$ cat src/rtl/qm_pkg.sv
// qm_pkg: shared opcode/funct constants, ALU op enum, branch encoding and reset PC for the qm pipeline
package qm_pkg;
  localparam logic [31:0] QM_RESET_PC = 32'hBFC0_0000;
  localparam logic [5:0] OP_RTYPE = 6'h00;
  localparam logic [5:0] OP_BEQ   = 6'h04;
  localparam logic [5:0] OP_BNE   = 6'h05;
  localparam logic [5:0] OP_ADDIU = 6'h09;
  localparam logic [5:0] OP_SLTI  = 6'h0A;
  localparam logic [5:0] OP_ANDI  = 6'h0C;
  localparam logic [5:0] OP_ORI   = 6'h0D;
  localparam logic [5:0] OP_LUI   = 6'h0F;
  localparam logic [5:0] OP_LW    = 6'h23;
  localparam logic [5:0] OP_SW    = 6'h2B;
  localparam logic [5:0] FN_SLL   = 6'h00;
  localparam logic [5:0] FN_SRL   = 6'h02;
  localparam logic [5:0] FN_ADDU  = 6'h21;
  localparam logic [5:0] FN_SUBU  = 6'h23;
  localparam logic [5:0] FN_AND   = 6'h24;
  localparam logic [5:0] FN_OR    = 6'h25;
  localparam logic [5:0] FN_XOR   = 6'h26;
  localparam logic [5:0] FN_SLT   = 6'h2A;
  localparam logic [1:0] BR_NONE  = 2'b00;
  localparam logic [1:0] BR_EQ    = 2'b01;
  localparam logic [1:0] BR_NE    = 2'b10;
  typedef enum logic [3:0] {
    ALU_ADD, ALU_SUB, ALU_AND, ALU_OR, ALU_XOR, ALU_SLT, ALU_SLL, ALU_SRL, ALU_LUI
  } alu_op_t;
endpackage

$ cat src/rtl/qm_decode_ctl.sv
// qm_decode_ctl: combinational instruction -> control fields, immediate and source-use flags
//   in : instr
//   out: rs/rt (register fields), dst, alu_op, imm, use_imm (opb takes imm), shift (opa takes rt),
//        reg_we, mem_rd, mem_wr, br, use_rs/use_rt (hazard sources), illegal (QM_DECODE_ILLEGAL_EN only)
module qm_decode_ctl
  import qm_pkg::*;
(
  input  logic [31:0] instr,
  output logic [4:0]  rs,
  output logic [4:0]  rt,
  output logic [4:0]  dst,
  output alu_op_t     alu_op,
  output logic [31:0] imm,
  output logic        use_imm,
  output logic        shift,
  output logic        reg_we,
  output logic        mem_rd,
  output logic        mem_wr,
  output logic [1:0]  br,
  output logic        use_rs,
  output logic        use_rt
`ifdef QM_DECODE_ILLEGAL_EN
  , output logic      illegal
`endif
);
  logic [5:0] op, fn;
  assign op = instr[31:26];
  assign fn = instr[5:0];
  assign rs = instr[25:21];
  assign rt = instr[20:16];
  always_comb begin
    alu_op = ALU_ADD;
    imm = {{16{instr[15]}}, instr[15:0]};
    use_imm = 1'b0;
    shift = 1'b0;
    reg_we = 1'b0;
    dst = 5'd0;
    mem_rd = 1'b0;
    mem_wr = 1'b0;
    br = BR_NONE;
    use_rs = 1'b1;
    use_rt = op == OP_RTYPE;
    case (op)
      OP_RTYPE: begin
        reg_we = 1'b1;
        dst = instr[15:11];
        case (fn)
          FN_ADDU: alu_op = ALU_ADD;
          FN_SUBU: alu_op = ALU_SUB;
          FN_AND:  alu_op = ALU_AND;
          FN_OR:   alu_op = ALU_OR;
          FN_XOR:  alu_op = ALU_XOR;
          FN_SLT:  alu_op = ALU_SLT;
          FN_SLL, FN_SRL: begin
            // shifts operate on rt with shamt carried as the B operand
            alu_op = fn == FN_SLL ? ALU_SLL : ALU_SRL;
            imm = {27'b0, instr[10:6]};
            use_imm = 1'b1;
            shift = 1'b1;
            use_rs = 1'b0;
          end
          default: begin
            reg_we = 1'b0;
            dst = 5'd0;
          end
        endcase
      end
      OP_ADDIU, OP_SLTI, OP_LW: begin
        alu_op = op == OP_SLTI ? ALU_SLT : ALU_ADD;
        use_imm = 1'b1;
        reg_we = 1'b1;
        dst = rt;
        mem_rd = op == OP_LW;
      end
      OP_ANDI, OP_ORI: begin
        alu_op = op == OP_ANDI ? ALU_AND : ALU_OR;
        imm = {16'h0, instr[15:0]};
        use_imm = 1'b1;
        reg_we = 1'b1;
        dst = rt;
      end
      OP_LUI: begin
        alu_op = ALU_LUI;
        imm = {instr[15:0], 16'h0};
        use_imm = 1'b1;
        reg_we = 1'b1;
        dst = rt;
        use_rs = 1'b0;
      end
      OP_SW, OP_BEQ, OP_BNE: begin
        use_imm = 1'b1;
        use_rt = 1'b1;
        mem_wr = op == OP_SW;
        br = op == OP_BEQ ? BR_EQ : op == OP_BNE ? BR_NE : BR_NONE;
      end
      default: ;
    endcase
  end
`ifdef QM_DECODE_ILLEGAL_EN
  assign illegal = op == OP_RTYPE
    ? !(fn inside {FN_SLL, FN_SRL, FN_ADDU, FN_SUBU, FN_AND, FN_OR, FN_XOR, FN_SLT})
    : !(op inside {OP_ADDIU, OP_SLTI, OP_ANDI, OP_ORI, OP_LUI, OP_LW, OP_SW, OP_BEQ, OP_BNE});
`endif
endmodule

$ cat src/rtl/qm_decode.sv
// qm_decode: ID stage - decode, regfile read with WB bypass, load-use bubble, EX flush, ID/EX register
//   fetch in : if_valid, if_instr, if_pc; handshake out: id_ready
//   regfile  : rf_ra1/rf_ra2 out, rf_rd1/rf_rd2 in; writeback in: wb_we, wb_wa, wb_wd
//   EX in    : ex_ready, ex_flush; ID/EX out: de_valid, de_pc, de_opa, de_opb, de_rtval, de_dst,
//              de_reg_we, de_alu_op, de_mem_rd, de_mem_wr, de_br
//   QM_DECODE_ILLEGAL_EN adds de_illegal, flagging unsupported encodings (still issued as NOPs)
module qm_decode
  import qm_pkg::*;
#(
  parameter logic [31:0] RESET_PC = QM_RESET_PC
) (
  input  logic        sys_clk,
  input  logic        sys_rst_n,
  input  logic        if_valid,
  input  logic [31:0] if_instr,
  input  logic [31:0] if_pc,
  output logic        id_ready,
  output logic [4:0]  rf_ra1,
  output logic [4:0]  rf_ra2,
  input  logic [31:0] rf_rd1,
  input  logic [31:0] rf_rd2,
  input  logic        wb_we,
  input  logic [4:0]  wb_wa,
  input  logic [31:0] wb_wd,
  input  logic        ex_ready,
  input  logic        ex_flush,
  output logic        de_valid,
  output logic [31:0] de_pc,
  output logic [31:0] de_opa,
  output logic [31:0] de_opb,
  output logic [31:0] de_rtval,
  output logic [4:0]  de_dst,
  output logic        de_reg_we,
  output logic [3:0]  de_alu_op,
  output logic        de_mem_rd,
  output logic        de_mem_wr,
  output logic [1:0]  de_br
`ifdef QM_DECODE_ILLEGAL_EN
  , output logic      de_illegal
`endif
);
  logic [4:0] rs, rt, dst;
  alu_op_t alu_op;
  logic [31:0] imm, rsval, rtval;
  logic use_imm, shift, reg_we, mem_rd, mem_wr, use_rs, use_rt, hazard;
  logic [1:0] br;
`ifdef QM_DECODE_ILLEGAL_EN
  logic illegal;
`endif
  qm_decode_ctl u_ctl (
    .instr(if_instr), .rs(rs), .rt(rt), .dst(dst), .alu_op(alu_op), .imm(imm),
    .use_imm(use_imm), .shift(shift), .reg_we(reg_we), .mem_rd(mem_rd), .mem_wr(mem_wr),
    .br(br), .use_rs(use_rs), .use_rt(use_rt)
`ifdef QM_DECODE_ILLEGAL_EN
    , .illegal(illegal)
`endif
  );
  assign rf_ra1 = rs;
  assign rf_ra2 = rt;
  // the regfile writes at the edge, so a same-cycle writeback must be bypassed here
  assign rsval = rs == 5'd0 ? 32'd0 : (wb_we && wb_wa == rs) ? wb_wd : rf_rd1;
  assign rtval = rt == 5'd0 ? 32'd0 : (wb_we && wb_wa == rt) ? wb_wd : rf_rd2;
  assign hazard = if_valid && de_valid && de_mem_rd && de_dst != 5'd0 &&
                  ((use_rs && de_dst == rs) || (use_rt && de_dst == rt));
  assign id_ready = ex_ready && !hazard && !ex_flush;
  always_ff @(posedge sys_clk or negedge sys_rst_n) begin
    if (!sys_rst_n) begin
      de_valid <= 1'b0;
      de_pc <= RESET_PC;
      de_opa <= '0;
      de_opb <= '0;
      de_rtval <= '0;
      de_dst <= '0;
      de_reg_we <= 1'b0;
      de_alu_op <= '0;
      de_mem_rd <= 1'b0;
      de_mem_wr <= 1'b0;
      de_br <= '0;
`ifdef QM_DECODE_ILLEGAL_EN
      de_illegal <= 1'b0;
`endif
    end else if (ex_flush || (ex_ready && (hazard || !if_valid))) begin
      de_valid <= 1'b0;
`ifdef QM_DECODE_ILLEGAL_EN
      de_illegal <= 1'b0;
`endif
    end else if (ex_ready) begin
      de_valid <= 1'b1;
      de_pc <= if_pc;
      de_opa <= shift ? rtval : rsval;
      de_opb <= use_imm ? imm : rtval;
      de_rtval <= rtval;
      de_dst <= dst;
      de_reg_we <= reg_we && dst != 5'd0;
      de_alu_op <= alu_op;
      de_mem_rd <= mem_rd;
      de_mem_wr <= mem_wr;
      de_br <= br;
`ifdef QM_DECODE_ILLEGAL_EN
      de_illegal <= illegal;
`endif
    end
  end
endmodule
$ cat config.mk
export PLATFORM = sky130hd
export DESIGN_NAME = qm_decode
export DESIGN_NICKNAME = d
export VERILOG_FILES = /design/src/rtl/qm_pkg.sv /design/src/rtl/qm_decode_ctl.sv /design/src/rtl/qm_decode.sv
export SDC_FILE = /design/constraint.sdc
export NUM_CORES = 1
export LEC_CHECK = 0
export ABC_CLOCK_PERIOD_IN_PS = 2500
export BUFFER_PORTS_ARGS = -buffer_cell sky130_fd_sc_hd__clkbuf_2
export CORE_AREA = 5 5 162 164
export DETAILED_ROUTE_END_ITERATION = 6
export DIE_AREA = 0 0 167 169
export PLACE_DENSITY = 0.61
export SLEW_MARGIN = 20
export SYNTH_ARGS = -nofsm -noshare
export SYNTH_HDL_FRONTEND = slang
export SYNTH_HIERARCHICAL = 1
export SYNTH_SLANG_ARGS = --single-unit
$ cat constraint.sdc
create_clock -name sys_clk -period 2.5 [get_ports sys_clk]
set_input_delay 0.125 -clock sys_clk [delete_from_list [all_inputs] [get_ports sys_clk]]
set_output_delay 0.125 -clock sys_clk [all_outputs]
set_load 0.03 [all_outputs]
==> run summary <==
Status = complete, no violations
Sequential area share after synthesis = 0.466
First-pass GRT wire length = 43.3 mm
Worst-Margin Slew = 1.12 ns
Synth warn = 6
Xor and xnor area share after synthesis = 0.0250
N_diodes = 0
Arr. time, crit path = 2.64 ns
Adder-cell share of the synthesized area = 0
Setup Skew = 0.0112 ns
Mapped Avg Cell Area = 10.5 µm²
Post-CTS Setup Bufs = 0
Reg2Reg Depth = 7
Max-slew violations = 0
Worst Path Required = 2.80 ns
Worst R2R Setup Slack = 0.16 ns
DIE WIDTH = 167 µm
Clock tree sinks = 143
Clock Path Buffers = 2
Largest family of logic cells by synthesized area = compound AO/OA/AOI/OAI gates
Synth Register Bits = 143
Layout filler cell count = 2,432
Hold Crit Class = in2reg
Crit-path max FO = 33
Max Clock Freq = 428 MHz
DRC Markers = 0
Primary FF master, synth = dfrtp_1
Final core utilization = 0.432
Cell Rows = 58
Unrepaired setup endpoints after global routing = false
Antenna viol nets, final = 0
Routed WL = 28.6 mm
Initial antenna violation count = 0
Final layout net count = 1,238
Initial Utilization = 0.311
Vias in the first global route = 7,164
Worst-Skew Late Latency = 0.42 ns
CTS Buf Count = 17
Tot Pwr = 7930 µW
Core Area = 24,700 µm²
Critical path endpoint = de_valid
Synth cell types = 57
Mux cell area share after synthesis = 0.149
Vias per cell = 4.95
Post-Syn Nets = 901
Compound-Gate Fraction of Synth Area = 0.197
Max Cap Viol = 0
P_leak = 0.00513 µW
EDFF count, synth = 0
Routability congestion estimate = 0.879
Root Buffer = clkbuf_16
DPL Wire Length = 21.4 mm
Worst vdd ir = 0.309 mV
Pwr/cell area = 742 nW/µm²
Total number of vias = 6,975
First-pass iteration count of the detailed router = 5
Fin crit period = 2.34 ns
Synthesized instance count = 730
CP startpoint = de_dst[3]
Worst setup EP type = flop
Synthesized cell area = 7700 µm²
Remaining Overflow, GRT = 0
Port Buffers = 324
Die ar. = 28,200 µm²
Crit Reg-Reg Startpoint = de_dst[3]
Simple-Gate Fraction of Synth Area = 0.103
IO Pins = 325
Largest net degree at the start of global routing = 61
Max H-tree Level = 4
Slew headroom = 0.251
Die Y = 169 µm
CP Class = reg2reg
WL per Instance = 20.3 µm
Async SR Flop Fraction = 1.00
TritonCTS clock tree = done
Tcrit/Tclk final = 0.934
Crit start category = flop
Total track usage = 0.198
Synthesis-to-layout area growth = 38.8%
Detailed Route Iter0 Violations = 321
Setup Viol. Count Final = 0
Reg2reg end = de_valid
CTS clock-pin slew for the worst setup and hold paths = 0.06 ns
Final Hold Viols = 0
Share of cells above drive strength 1 = 0.390
## metal layers
| metal | GRT usage | wire [µm] | vias to the layer above |
|---|---|---|---|
| li1 | - | - | 3313 |
| met1 | 0.261 | 12600 | 3343 |
| met2 | 0.325 | 13500 | 291 |
| met3 | 0.0483 | 1870 | 28 |
| met4 | 0.0601 | 607 | 0 |
| met5 | 0 | 0 | - |
## how the worst min path moves through the flow
stage                     cells after the start  startpoint            to
after floorplan                               0   sys_rst_n  de_alu_op[0]
after global placement                        1   sys_rst_n      de_br[0]
after detailed placement                      1   sys_rst_n      de_br[0]
after CTS                                     3  rf_rd2[27]  de_rtval[27]
after global routing                          3  rf_rd2[28]  de_rtval[28]
final                                         3   rf_rd2[0]   de_rtval[0]
## worst max-delay path, cell delays in order (launching register included)
cell           delay, ns
dfrtp_1             0.46
xnor2_1             0.17
nand4_1             0.13
o22ai_1             0.24
a311o_2             0.26
buf_6               0.29
o21ai_1             0.11
dlygate4sd3_1       0.57
## cell type report
cell class,count,area (µm²),share of cell area
timing repair buffer,393,2350,0.220
clock buffer,19,433,0.0405
multi-input combinational,508,3700,0.346
tap,330,413,0.0386
clock inverter,12,186,0.0174
sequential,143,3590,0.336
inverter,4,16.3,0.00152
## cells by family after synthesis
family	count (synthesis)
flops	143
simple gates	164
xor+xnor	22
compound gates	213
buf+inv	79
mux	109
## layout by cell type (no fill, tap or decap), types with 3 or more instances in the layout
cell type,instances
a21oi_1,4
mux2_1,45
o21ai_1,66
clkbuf_16,17
or3_1,3
buf_12,9
clkbuf_2,323
inv_1,3
a2bb2oi_1,32
nand4_1,3
bufinv_16,4
a22o_1,9
mux2i_1,64
dlygate4sd3_1,35
dfstp_2,9
o21ai_0,4
nor3_1,6
xnor2_1,12
a21o_1,15
clkinvlp_4,3
clkinv_4,3
nand2_1,106
o22a_1,32
nor2_1,6
and2_1,5
dfrtp_1,134
or4_1,4
buf_4,24
nand2b_1,4
o31ai_1,34
xor2_1,10
and2_4,8
## power by group
part           internal [µW]  switching (µW)  total, µW
Sequential              2710             226       2930
Clock                   1680            1050       2730
Combinational            757            1510       2270
## synth_stat cells, types with 3 or more instances
| library cell | count | share of area |
|---|---|---|
| nand2b_1 | 4 | 0.0032 |
| buf_2 | 26 | 0.017 |
| o22a_1 | 32 | 0.036 |
| a2bb2oi_1 | 32 | 0.036 |
| and2_4 | 8 | 0.0091 |
| dfrtp_1 | 134 | 0.44 |
| nand2_1 | 106 | 0.052 |
| xor2_1 | 10 | 0.011 |
| nor2_1 | 6 | 0.0029 |
| nor3_1 | 6 | 0.0039 |
| o21ai_0 | 5 | 0.0032 |
| a21oi_1 | 4 | 0.0026 |
| o21ai_1 | 67 | 0.044 |
| buf_6 | 8 | 0.012 |
| mux2_1 | 45 | 0.066 |
| o31ai_1 | 34 | 0.033 |
| a21o_1 | 15 | 0.015 |
| inv_1 | 3 | 0.0015 |
| or4_1 | 4 | 0.0039 |
| and2_1 | 5 | 0.0041 |
| buf_4 | 15 | 0.015 |
| or3_1 | 3 | 0.0024 |
| xnor2_1 | 12 | 0.014 |
| dfstp_2 | 9 | 0.031 |
| clkbuf_1 | 22 | 0.011 |
| a22o_1 | 9 | 0.010 |
| nand4_1 | 3 | 0.0024 |
| mux2i_1 | 64 | 0.083 |
## state kept, by name, indices dropped and copies added (netlist names)
signal	count
de_valid	1
de_mem_wr	1
de_br	2
de_dst	5
de_rtval	32
de_reg_we	1
de_alu_op	4
de_opa	32
de_pc	32
de_mem_rd	1
de_opb	32
## through the flow
stage | instance area, µm² | cells | hold slack [ns] | TNS, ns | setup WS (ns)
floorplan | 7740 | 730 | -0.171 | -0.421 | -0.0207
global placement | 9710 | 1343 | 0.147 | 0 | 0.159
detailed placement | 9710 | 1343 | 0.156 | 0 | 0.109
CTS | 10700 | 1409 | 0.106 | 0 | 0.0899
global route | 10700 | 1409 | 0.128 | 0 | 0.00498
finish | 10700 | 1409 | 0.117 | 0 | 0.164
## timing repair
item                       4_1_cts  5_1_grt
hold endpoints to repair        81        0
hold buffers                    35        0
setup endpoints to repair        0        1
gates resized for setup          0        1
(Power assumes the default switching activity.)
